--- src/rtl/div_if.sv ---
// Execute-stage <-> divider handshake bundle: operands and start/annul in, {remainder, quotient} and ready out.
interface div_if #(
    parameter int DATA_W = 32
);
    logic                  signed_div_i;
    logic [DATA_W-1:0]     opdata1_i;
    logic [DATA_W-1:0]     opdata2_i;
    logic                  start_i;
    logic                  annul_i;
    logic [2*DATA_W-1:0]   result_o;
    logic                  ready_o;

    modport master (
        output signed_div_i, opdata1_i, opdata2_i, start_i, annul_i,
        input  result_o, ready_o
    );

    modport slave (
        input  signed_div_i, opdata1_i, opdata2_i, start_i, annul_i,
        output result_o, ready_o
    );
endinterface

--- src/rtl/div.sv ---
// Restoring divider, one quotient bit per edge: result 33 edges after start is sampled (1 edge for divide-by-zero).
// Result and ready are held while start_i stays high; dropping start_i releases them on the next edge.
module div #(
    parameter int DATA_W = 32
) (
    input  logic  clk,
    input  logic  rst,
    div_if.slave  bus
);
    localparam int CW = $clog2(DATA_W) + 1;

    localparam logic [1:0] FREE   = 2'd0;
    localparam logic [1:0] BYZERO = 2'd1;
    localparam logic [1:0] ON     = 2'd2;
    localparam logic [1:0] END    = 2'd3;

    logic [1:0]          state;
    logic [CW-1:0]       cnt;
    logic [DATA_W-1:0]   r;
    logic [DATA_W-1:0]   q;
    logic [DATA_W-1:0]   d;
    logic                neg_q;
    logic                neg_r;

    logic                a_neg;
    logic                b_neg;
    logic [DATA_W-1:0]   a_abs;
    logic [DATA_W-1:0]   b_abs;
    logic [DATA_W:0]     shifted;
    logic [DATA_W:0]     diff;
    logic                ge;
    logic [DATA_W-1:0]   r_next;

    assign a_neg = bus.signed_div_i & bus.opdata1_i[DATA_W-1];
    assign b_neg = bus.signed_div_i & bus.opdata2_i[DATA_W-1];
    assign a_abs = a_neg ? (~bus.opdata1_i + 1'b1) : bus.opdata1_i;
    assign b_abs = b_neg ? (~bus.opdata2_i + 1'b1) : bus.opdata2_i;

    // The partial remainder plus the incoming dividend bit needs one extra bit before the compare.
    assign shifted = {r, q[DATA_W-1]};
    assign diff    = shifted - {1'b0, d};
    assign ge      = ~diff[DATA_W];
    assign r_next  = ge ? diff[DATA_W-1:0] : shifted[DATA_W-1:0];

    always_ff @(posedge clk or negedge rst) begin
        if (!rst) begin
            state        <= FREE;
            cnt          <= '0;
            r            <= '0;
            q            <= '0;
            d            <= '0;
            neg_q        <= 1'b0;
            neg_r        <= 1'b0;
            bus.result_o <= '0;
            bus.ready_o  <= 1'b0;
        end else begin
            case (state)
                FREE: begin
                    bus.ready_o  <= 1'b0;
                    bus.result_o <= '0;
                    if (bus.start_i && !bus.annul_i) begin
                        if (bus.opdata2_i == '0) begin
                            state <= BYZERO;
                        end else begin
                            state <= ON;
                            d     <= b_abs;
                            q     <= a_abs;
                            r     <= '0;
                            cnt   <= '0;
                            neg_q <= a_neg ^ b_neg;
                            neg_r <= a_neg;
                        end
                    end
                end
                BYZERO: begin
                    if (bus.annul_i) begin
                        state <= FREE;
                    end else begin
                        state        <= END;
                        bus.ready_o  <= 1'b1;
                        bus.result_o <= '0;
                    end
                end
                ON: begin
                    if (bus.annul_i) begin
                        state        <= FREE;
                        cnt          <= '0;
                        bus.ready_o  <= 1'b0;
                        bus.result_o <= '0;
                    end else if (cnt != CW'(DATA_W)) begin
                        r   <= r_next;
                        q   <= {q[DATA_W-2:0], ge};
                        cnt <= cnt + 1'b1;
                    end else begin
                        state        <= END;
                        bus.ready_o  <= 1'b1;
                        bus.result_o <= {neg_r ? (~r + 1'b1) : r,
                                         neg_q ? (~q + 1'b1) : q};
                    end
                end
                END: begin
                    if (!bus.start_i) begin
                        state        <= FREE;
                        bus.ready_o  <= 1'b0;
                        bus.result_o <= '0;
                    end
                end
                default: state <= FREE;
            endcase
        end
    end
endmodule

--- src/flat_wrapper.sv ---
// flat-port wrapper written by rule: the top's interface ports become plain ports
module div_flat 
#(
    parameter int DATA_W = 32
)
  (clk, rst, bus_signed_div_i, bus_opdata1_i, bus_opdata2_i, bus_start_i, bus_annul_i, bus_result_o, bus_ready_o);
  div_if #(.DATA_W(DATA_W)) bus_i ();
  input  logic clk;
  input  logic rst;
  input wire logic [$bits(bus_i.signed_div_i)-1:0] bus_signed_div_i;
  input wire logic [$bits(bus_i.opdata1_i)-1:0] bus_opdata1_i;
  input wire logic [$bits(bus_i.opdata2_i)-1:0] bus_opdata2_i;
  input wire logic [$bits(bus_i.start_i)-1:0] bus_start_i;
  input wire logic [$bits(bus_i.annul_i)-1:0] bus_annul_i;
  output wire logic [$bits(bus_i.result_o)-1:0] bus_result_o;
  output wire logic [$bits(bus_i.ready_o)-1:0] bus_ready_o;
  assign bus_i.signed_div_i = bus_signed_div_i;
  assign bus_i.opdata1_i = bus_opdata1_i;
  assign bus_i.opdata2_i = bus_opdata2_i;
  assign bus_i.start_i = bus_start_i;
  assign bus_i.annul_i = bus_annul_i;
  assign bus_result_o = bus_i.result_o;
  assign bus_ready_o = bus_i.ready_o;
  div #(.DATA_W(DATA_W)) u_core (.clk(clk), .rst(rst), .bus(bus_i));
endmodule
--- config.mk ---
export PLATFORM = sky130hd
export DESIGN_NAME = div_flat
export DESIGN_NICKNAME = d
export VERILOG_FILES = /design/src/rtl/div_if.sv /design/src/rtl/div.sv /design/src/flat_wrapper.sv
export SDC_FILE = /design/constraint.sdc
export NUM_CORES = 1
export LEC_CHECK = 0
export ABC_CLOCK_PERIOD_IN_PS = 4050
export BUFFER_PORTS_ARGS = -buffer_cell sky130_fd_sc_hd__buf_2
export CORE_UTILIZATION = 50
export DETAILED_ROUTE_END_ITERATION = 8
export GPL_TIMING_DRIVEN = 0
export PLACE_DENSITY_LB_ADDON = 0.08
export SLEW_MARGIN = 40
export SYNTH_ARGS = -nofsm -noshare
export SYNTH_HDL_FRONTEND = slang
export SYNTH_SLANG_ARGS = --single-unit
--- constraint.sdc ---
create_clock -name clk -period 4.05 [get_ports clk]
set_input_delay 0 -clock clk [delete_from_list [all_inputs] [get_ports clk]]
set_output_delay 0 -clock clk [all_outputs]
set_load 0.01 [all_outputs]
==> flow_summary.toml, run 1 <==
[status]
status = "complete, no violations"

[timing]
finalSetupViolCount = 0
finalHoldViolations = 0
clock.fmax_mhz = 272.2
relSlewSlack_pct = 46.13
grt_setup_unrepaired = "no"
final-max-slew-violation-count = 0
worst_slack_ns = 0.3764
fin_crit_ns = 3.674
holdWs_ns = 0.009204
fin_skew_ns = 0.01729
fin_crit_sh_pct = 90.71
fin_tns_setup_ns = 0
tightestPinTransition_ns = 0.8007

[critical_path]
endpoint_kind = "flip-flop"
r2r-end = "u_core.r[14]"
r2r_slack_ns = 0.38
arrival_ns = 3.96
worst-setup-path-type = "reg2reg"
r2r.worst_path.cells = 12
worstPathRequired_ns = 4.34
worstSetupStartpointType = "flip-flop"
reg2reg_from = "u_core.r[6]"
cp-startpoint = "u_core.r[6]"
worst-path-max-fanout = 10

[final_layout]
ff_latch_area_um2 = 4279
fillers = 2010
multi_input_area_um2 = 6515
final_net_count = 1647
antennaDiodeCount = 0
area_growth_pct = 19.10
layout-drive-gt1-share_pct = 12.55
fin_area_um2 = 13350

[cts]
cts_tree = "done"
clockRootBuffer = "clkbuf_16"
clkSinkCount = 171
postCtsSetupBuffers = 0
numCtsBuffers = 17
cts_buffer_depth = 2
cts_max_level = 4
clock_latency_ns = 0.45
cts.clk_slew.worst_paths_ns = 0.07

[drt]
postRouteAntennaNets = 0
dr.pass1.iters = 5
viasPerCell = 5.598
via_count = 10222
drcViolationCount = 0
wl_per_cell_um = 16.74
drt_iter0_drc = 524
routed_wl_um = 30570

[synthesis]
synthFlopType = "dfrtp_1"
synth_cell_types = 61
synth.yosys.warnings = 0
ys_seq_area_share_pct = 38.17
synth_top_area_share_pct = 38.17
synth_area_per_cell_um2 = 8.378
ys_top_cells_by_area = "dfrtp_1 (38%), o21ai_0 (8.5%), nand2_1 (7.0%)"
synthArstFlopShare_pct = 100.0
syn_area_um2 = 11210
synth-seq-cells = 171
synth_top_area_cell = "dfrtp_1"
synth-edff-count = 0
synth_nets = 1451
syn_inst = 1338

[flow_run]
max_cap_violations = 0

[floorplanning]
die_x_um = 151.7
die_area_um2 = 23020
pin_count = 134
rows = 54
die_h_um = 151.7
initial_core_util_pct = 51.21
core-area_um2 = 21890

[grt]
grt_max_degree = 67
antenna_found_initial = 0
grt_pass1_wl_um = 49710
grt-ovfl-total = 0
grt.total_usage_pct = 27.87
first_global_vias = 9860

[place]
port_buffers = 133
placed_area_um2 = 12310
dp_hpwl_um = 23260
place.gp.congestion = 0.8634
pre_cts_slack_ns = -0.005461

[worst_hold_path]
holdPathEnd = "u_core.q[27]"
whs_path_depth = 4
hold_start = "bus_opdata1_i[27]"
hp-class = "in2reg"

[power]
p_per_area_nw_per_um2 = 557.1
irDropWorstVdd_mv = 0.2530
p_leak_nw = 6.097
## report_power, final
group          internal [mW]  total (mW)  switching, mW
logic                   1.19        3.26           2.07
registers               2.09        2.45          0.358
clock network          0.981        1.73          0.748
## layout make-up
type | instances | share of cell area [%]
Multi-Input combinational cell | 1047 | 48.80
Timing Repair Buffer | 177 | 8.585
Sequential cell | 171 | 32.05
Clock buffer | 17 | 3.187
Buffer | 63 | 1.799
Tap cell | 280 | 2.624
Inverter | 57 | 1.603
Clock inverter | 14 | 1.350
## routing by layer
layer  up-vias  track usage (%)  routed length, µm
met1      4818            35.07              13340
met3        57            3.293               1322
met4         0            10.05                778
met2       257            48.93              15130
li1       5090                -                  -
met5         -                0                  0
## cell families (layout without fill, tap and decap cells)
| kind of cell | Yosys count | count (layout) | synth area share, % |
|---|---|---|---|
| simple gates | 421 | 421 | 17.04 |
| compound gates | 401 | 401 | 21.17 |
| flops | 171 | 171 | 38.17 |
| xor+xnor | 142 | 142 | 11.09 |
| buf+inv | 120 | 328 | 4.018 |
| fa+ha+maj | 44 | 44 | 4.978 |
| mux | 39 | 39 | 3.516 |
## flip-flops by register name, indices dropped and copies added, names as in the netlist
signal	cells
u_core.state	2
u_core.neg_r	1
u_core.cnt	6
u_core.r	32
u_core.neg_q	1
u_core.q	32
u_core.d	32
u_core.bus.ready_o	1
u_core.bus.result_o	64
## worst max path at each step
stage                              endpoint  slack (ns)  cells past startpoint
detailed placement             u_core.r[14]      -0.005                     12
global route                   u_core.r[20]        0.03                     12
finish                         u_core.r[14]        0.38                     12
CTS                             u_core.q[1]        0.05                     12
floorplan           u_core.bus.result_o[31]        0.81                      8
global placement               u_core.r[28]     -0.0008                     12
## stage by stage
| stage | std cells | utilization [%] | power (mW) |
|---|---|---|---|
| 2_1_floorplan | 1338 | - | 4.725 |
| 3_3_place_gp | 1751 | 55.85 | 5.602 |
| 3_5_place_dp | 1754 | 56.24 | 5.682 |
| 4_1_cts | 1826 | 60.89 | 7.451 |
| 5_1_grt | 1826 | 60.99 | 8.004 |
| 6_report | 1826 | 60.99 | 7.438 |
## worst max-delay path, stage by stage, from the launching register on
cell       delay, ns
dfrtp_1         0.48
ha_1            0.31
clkbuf_1        0.18
a2111oi_0       0.43
nor3_1          0.08
o21a_1          0.18
a211oi_2        0.36
o21ai_1         0.20
mux2i_1         0.15
nand2_1         0.40
clkbuf_2        0.42
mux2i_1         0.23
o21ai_0         0.11
## timing repair
item,CTS,global route
hold buffers,41,0
cloned,0,0
resized for setup,3,3
endpoints found under the hold margin,208,0
endpoints found under the setup margin,22,58
## placed cells by master, fill, tap and decap left out, types with 43 or more instances in the layout
cell type and n:
buf_2 133, inv_1 56, nor2_1 85, clkbuf_1 53
xnor2_1 56, a21oi_1 85, ha_1 43, xor2_1 86
o21ai_0 191, nand2_1 208, dfrtp_1 171
## Yosys cell counts, drive strengths merged, types with 3 or more instances
cell type	count
nand2	208
o21ai	198
dfrtp	171
nor2	86
xor2	86
a21oi	85
inv	57
clkbuf	56
xnor2	56
ha	43
mux2i	36
o31ai	35
or3	25
nor3	21
a21o	15
o41ai	14
nand3	13
or4	13
nor2b	10
a31oi	9
nor4	9
nand2b	8
and2	7
buf	7
a211oi	5
and3	5
o211ai	5
o21a	5
a22o	4
a31o	4
nand4	4
nor3b	4
o31a	4
mux2	3
No activity file was read; power rests on OpenSTA's default activity.
==> inputs of run 2 (changes only) <==
--- a/config.mk
+++ b/config.mk
@@ -10,7 +10,9 @@
 export CORE_UTILIZATION = 50
 export DETAILED_ROUTE_END_ITERATION = 8
 export GPL_TIMING_DRIVEN = 0
+export MAX_ROUTING_LAYER = met4
 export PLACE_DENSITY_LB_ADDON = 0.08
+export SETUP_SLACK_MARGIN = 0.5
 export SLEW_MARGIN = 40
 export SYNTH_ARGS = -nofsm -noshare
 export SYNTH_HDL_FRONTEND = slang
==> flow_summary.toml, run 2 (same netlist as run 1, synthesis figures left out) <==
[critical_path]
worst-path-max-fanout = 7
worstPathRequired_ns = 4.34
arrival_ns = 3.70
endpoint_kind = "flip-flop"
worstSetupStartpointType = "flip-flop"
cp_slowest_cell = "dfrtp_1"
crit_chain = "ha_1, clkbuf_1, a21oi_1, o21ai_0, a31oi_1, nand2_1, o41a_1, nor2_1, mux2_2, o41ai_1, o221ai_1"
slowest_delay_ns = 0.47
worst-setup-path-type = "reg2reg"

[power]
pwr-share-comb_pct = 43.6
p_leak_nw = 6.127
power_mw = 7.524
p_sw_share_pct = 42.38
pwr-share-clk_pct = 23.9
p_per_area_nw_per_um2 = 560.6
p_int_mw = 4.335
power.switching_mw = 3.189
power_frac_seq_pct = 32.5
irDropWorstVdd_mv = 0.2220

[timing]
clock.fmax_mhz = 293.5
grt_setup_unrepaired = "no"
finalHoldViolations = 0
final-max-slew-violation-count = 0
fin_crit_ns = 3.407
fin_skew_ns = 0.01055
relSlewSlack_pct = 47.88
tightestPinTransition_ns = 0.7818
finalSetupViolCount = 0
fin_crit_sh_pct = 84.14

[cts]
postCtsSetupBuffers = 0
clock_latency_ns = 0.44
cts.clk_slew.worst_paths_ns = 0.07
numCtsBuffers = 17
clockRootBuffer = "clkbuf_16"
clkSinkCount = 171
cts_tree = "done"
cts_max_level = 4
cts_buffer_depth = 2

[grt]
grt.total_usage_pct = 28.79
grt_pass1_wl_um = 49890
first_global_vias = 9912
antenna_found_initial = 0
grt-ovfl-total = 0
grt_max_degree = 67

[final_layout]
layout_commonest_cell = "nand2_1"
area_growth_pct = 19.72
finalCoreUtilization_pct = 61.31
top_register = "u_core.bus.result_o"
final_net_count = 1647
layout-drive-gt1-share_pct = 12.93
final_cell_mix = "nand2_1 (207), o21ai_0 (190), dfrtp_1 (171), buf_2 (133), xor2_1 (86)"
antennaDiodeCount = 0
largest_reg_flops = 64

[drt]
wl_per_cell_um = 16.90
via_count = 10236
postRouteAntennaNets = 0
viasPerCell = 5.603
routed_wl_um = 30880
drt_iter0_drc = 598
dr.pass1.iters = 5
drcViolationCount = 0

[place]
dp_hpwl_um = 23380
place.gp.congestion = 0.8765
port_buffers = 133

[flow_run]
max_cap_violations = 0

[floorplanning]
die_h_um = 151.7
die_area_um2 = 23020
pin_count = 134
rows = 54
die_x_um = 151.7
core-area_um2 = 21890
initial_core_util_pct = 51.21

[worst_hold_path]
hp-class = "in2reg"

[status]
status = "complete, no violations"
[run 2: power groups by stage]
stage | clock, mW | combinational, mW | sequential [mW]
2_1_floorplan | 0 | 2.34 | 2.39
3_3_place_gp | 0 | 3.15 | 2.45
3_5_place_dp | 0 | 3.21 | 2.47
4_1_cts | 1.81 | 3.26 | 2.44
5_1_grt | 1.88 | 3.70 | 2.50
6_report | 1.80 | 3.28 | 2.44
[run 2: area by class of cell]
type / count / area [µm²]
Timing Repair Buffer: 177 / 1146
Multi-Input combinational cell: 1047 / 6549
Fill cell: 2006 / 8471
Tap cell: 280 / 350.3
Clock inverter: 14 / 203.9
Clock buffer: 18 / 429.2
Buffer: 63 / 249.0
Sequential cell: 171 / 4279
Inverter: 57 / 214.0
[run 2: final timing paths]
kind | startpoint | to | slack, ns | depth (start not counted)
min reg2reg | u_core.bus.result_o[5] | u_core.bus.result_o[5] | 0.47 | 2
min | bus_opdata1_i[26] | u_core.q[26] | 0.02 | 4
max reg2reg | u_core.r[9] | u_core.r[25] | 0.64 | 11
min in group asynchronous | rst | u_core.bus.result_o[26] | 0.06 | 2
max | u_core.r[9] | u_core.r[25] | 0.64 | 11
max in group asynchronous | rst | u_core.bus.result_o[62] | 3.33 | 3
[run 2: what timing repair did]
action                                  in CTS  in global routing
endpoints found under the setup margin      27                 58
resized for setup                            6                 17
hold endpoints to repair                   208                  0
hold buffers                                41                  0
[run 2: critical path, delay by kind of cell (launching register included)]
family                   cells  cell delay (ns)
buffers and inverters        1             0.19
adder cells (fa/ha/maj)      1             0.31
flip-flops                   1             0.47
AO/OA/AOI/OAI                6             1.59
AND/OR/NAND/NOR              2             0.33
multiplexers                 1             0.37
[run 2: metal layers]
layer / track usage [%] / vias up / wire, µm
li1: - / 5084 / -
met1: 34.46 / 4871 / 13460
met2: 50.07 / 234 / 15540
met3: 3.533 / 47 / 1281
met4: 9.505 / 0 / 599
met5: - / - / 0
[run 2: per-stage QoR]
stage	hold WS (ns)	instance area (µm²)	setup TNS [ns]	std cells	setup slack [ns]
after global routing	0.04692	13420	0	1827	0.4952
final	0.01562	13420	0	1827	0.6425
after detailed placement	-0.06199	12310	-0.3132	1754	-0.05980
after floorplan	-0.2956	11210	0	1338	0.8145
after CTS	0.0003346	13370	0	1827	0.5075
after global placement	0.3028	12230	-0.00005862	1751	-0.00005862
==> inputs of run 3 (changes only) <==
--- a/config.mk
+++ b/config.mk
@@ -5,7 +5,7 @@
 export SDC_FILE = /design/constraint.sdc
 export NUM_CORES = 1
 export LEC_CHECK = 0
-export ABC_CLOCK_PERIOD_IN_PS = 4050
+export ABC_CLOCK_PERIOD_IN_PS = 2900
 export BUFFER_PORTS_ARGS = -buffer_cell sky130_fd_sc_hd__buf_2
 export CORE_UTILIZATION = 50
 export DETAILED_ROUTE_END_ITERATION = 8
==> constraint.sdc (replaced) <==
create_clock -name clk -period 2.9 [get_ports clk]
set_input_delay 0 -clock clk [delete_from_list [all_inputs] [get_ports clk]]
set_output_delay 0 -clock clk [all_outputs]
set_load 0.01 [all_outputs]
==> flow_summary.toml, run 3 (same netlist as run 1, synthesis figures left out) <==
[grt]
first_global_vias = 10238
grt-ovfl-total = 0
grt_pass1_wl_um = 52210
grt_max_degree = 75
antenna_found_initial = 0
grt.total_usage_pct = 30.38

[timing]
final-max-slew-violation-count = 0
fin_skew_ns = 0.01442
fin_crit_ns = 3.180
finalSetupViolCount = 33
relSlewSlack_pct = 46.23
clock.fmax_mhz = 314.4
fin_crit_sh_pct = 109.7
fin_tns_setup_ns = -3.505
worst_slack_ns = -0.2805
holdWs_ns = 0.009951
tightestPinTransition_ns = 0.8066
grt_setup_unrepaired = "yes"
finalHoldViolations = 0

[status]
violations = "negative setup slack"
status = "complete, but fails checks"

[drt]
routed_wl_um = 33860
wl_per_cell_um = 17.80
postRouteAntennaNets = 0
dr.pass1.iters = 5
viasPerCell = 5.675
drcViolationCount = 0
via_count = 10793
drt_iter0_drc = 678

[critical_path]
worst-setup-path-type = "reg2reg"
crit_chain = "or4_4, or4_4, or4_4, buf_4, buf_6, buf_6, buf_6, o31ai_4, buf_4, nand2_1, xnor2_1, o21ai_0"
endpoint_kind = "flip-flop"
worst-path-max-fanout = 3
cp_top_family = "simple AND/OR/NAND/NOR gates"
worstPathRequired_ns = 3.22
worstSetupStartpointType = "flip-flop"
slowest_delay_ns = 0.55
arrival_ns = 3.50
cp_slowest_cell = "or4_4"
critical_path_buf_inv_count = 5
r2r_slack_ns = -0.28

[floorplanning]
initial_core_util_pct = 51.21
die_area_um2 = 23020
die_h_um = 151.7
rows = 54
core-area_um2 = 21890
die_x_um = 151.7
pin_count = 134

[cts]
numCtsBuffers = 17
cts.clk_slew.worst_paths_ns = 0.07
clockRootBuffer = "clkbuf_16"
clkSinkCount = 171
cts_tree = "done"
clock_latency_ns = 0.45
cts_max_level = 4
cts_buffer_depth = 2

[power]
p_per_area_nw_per_um2 = 777.3
p_leak_nw = 6.707
power_frac_seq_pct = 29.0
irDropWorstVdd_mv = 0.3830
p_sw_share_pct = 43.08
pwr-share-clk_pct = 19.7
power.switching_mw = 5.051
pwr-share-comb_pct = 51.2
p_int_mw = 6.674

[final_layout]
final_cell_mix = "nand2_1 (201), dfrtp_1 (148), buf_2 (142), o21ai_0 (137), xor2_1 (84)"
layout_commonest_cell = "nand2_1"
area_growth_pct = 34.57
fillers = 1791
final_net_count = 1723
layout-drive-gt1-share_pct = 26.70
top_register = "u_core.bus.result_o"
largest_reg_flops = 64
antennaDiodeCount = 0

[worst_hold_path]
hp-class = "in2reg"

[place]
dp_hpwl_um = 23290
port_buffers = 133
place.gp.congestion = 0.9482

[flow_run]
max_cap_violations = 0
==> run 3: changes by cell type in the layout (fill, tap and decap cells not counted), moves of 9 or more <==
cell	before	now
buf_6	0	17
o21ai_0	190	137
buf_4	0	52
dfrtp_2	0	23
ha_1	43	27
dfrtp_1	171	148
ha_4	0	15
or3_4	1	10
or3_1	24	15
o21ai_2	3	12
o21ai_1	5	46
clkbuf_2	1	17
clkbuf_1	53	26
buf_2	133	142
==> run 3: power groups by stage <==
stage	combinational, mW	clock [mW]	sequential [mW]
after global placement	4.69	0	3.42
after floorplan	3.50	0	3.34
after CTS	5.52	2.33	3.39
after detailed placement	4.77	0	3.44
final	6.01	2.31	3.40
after global routing	6.60	2.44	3.48
==> run 3: layer usage <==
metal  vias to the layer above  wire (µm)  track usage, %
met3                        75       1655           4.671
met4                         0       1113           13.07
met2                       320      16690           51.41
met1                      5150      14400           35.78
li1                       5248          -               -
met5                         -          0               -
==> run 3: worst paths after layout <==
path,startpoint,to,cells past startpoint
worst max-delay path,u_core.q[13],u_core.bus.result_o[30],12
worst min-delay path,bus_opdata1_i[27],u_core.q[27],4
worst max register to register,u_core.q[13],u_core.bus.result_o[30],12
worst min register to register,u_core.bus.result_o[20],u_core.bus.result_o[20],2
max in group asynchronous,rst,u_core.r[4],5
min in group asynchronous,rst,u_core.bus.result_o[26],3
==> run 3: layout make-up <==
| cell class | instances | area, µm² | area share [%] |
|---|---|---|---|
| Multi-Input combinational cell | 1048 | 7426 | 49.23 |
| Clock buffer | 17 | 425.4 | 2.820 |
| Sequential cell | 171 | 4308 | 28.56 |
| Buffer | 63 | 372.9 | 2.472 |
| Timing Repair Buffer | 252 | 1824 | 12.09 |
| Clock inverter | 14 | 158.9 | 1.053 |
| Inverter | 57 | 219.0 | 1.452 |
| Tap cell | 280 | 350.3 | 2.322 |
==> run 3: timing repair <==
action	4_1_cts	5_1_grt
gates resized for setup	147	109
endpoints found under the setup margin	162	166
hold endpoints to repair	135	0
setup buffers	48	20
pin swaps	34	39
hold buffers	45	0
gates cloned	4	0
==> run 3: worst register-to-register path: stages, from the launching register on <==
cell and delay, ns:
dfrtp_1 0.39, or4_4 0.55, or4_4 0.44, or4_4 0.44
buf_4 0.15, buf_6 0.11, buf_6 0.11, buf_6 0.11
o31ai_4 0.28, buf_4 0.17, nand2_1 0.07, xnor2_1 0.17
o21ai_0 0.09
==> run 3: per-stage QoR <==
step | power (mW) | cells | worst slack (ns) | cell area, µm² | util, %
2_1_floorplan | 6.842 | 1338 | -0.2623 | 11500 | -
5_1_grt | 12.52 | 1902 | -0.3730 | 15080 | 68.91
3_3_place_gp | 8.100 | 1751 | -1.191 | 12520 | 57.20
4_1_cts | 11.24 | 1882 | -0.2644 | 14560 | 66.53
6_report | 11.72 | 1902 | -0.2805 | 15080 | 68.91
3_5_place_dp | 8.207 | 1754 | -0.7947 | 12600 | 57.56
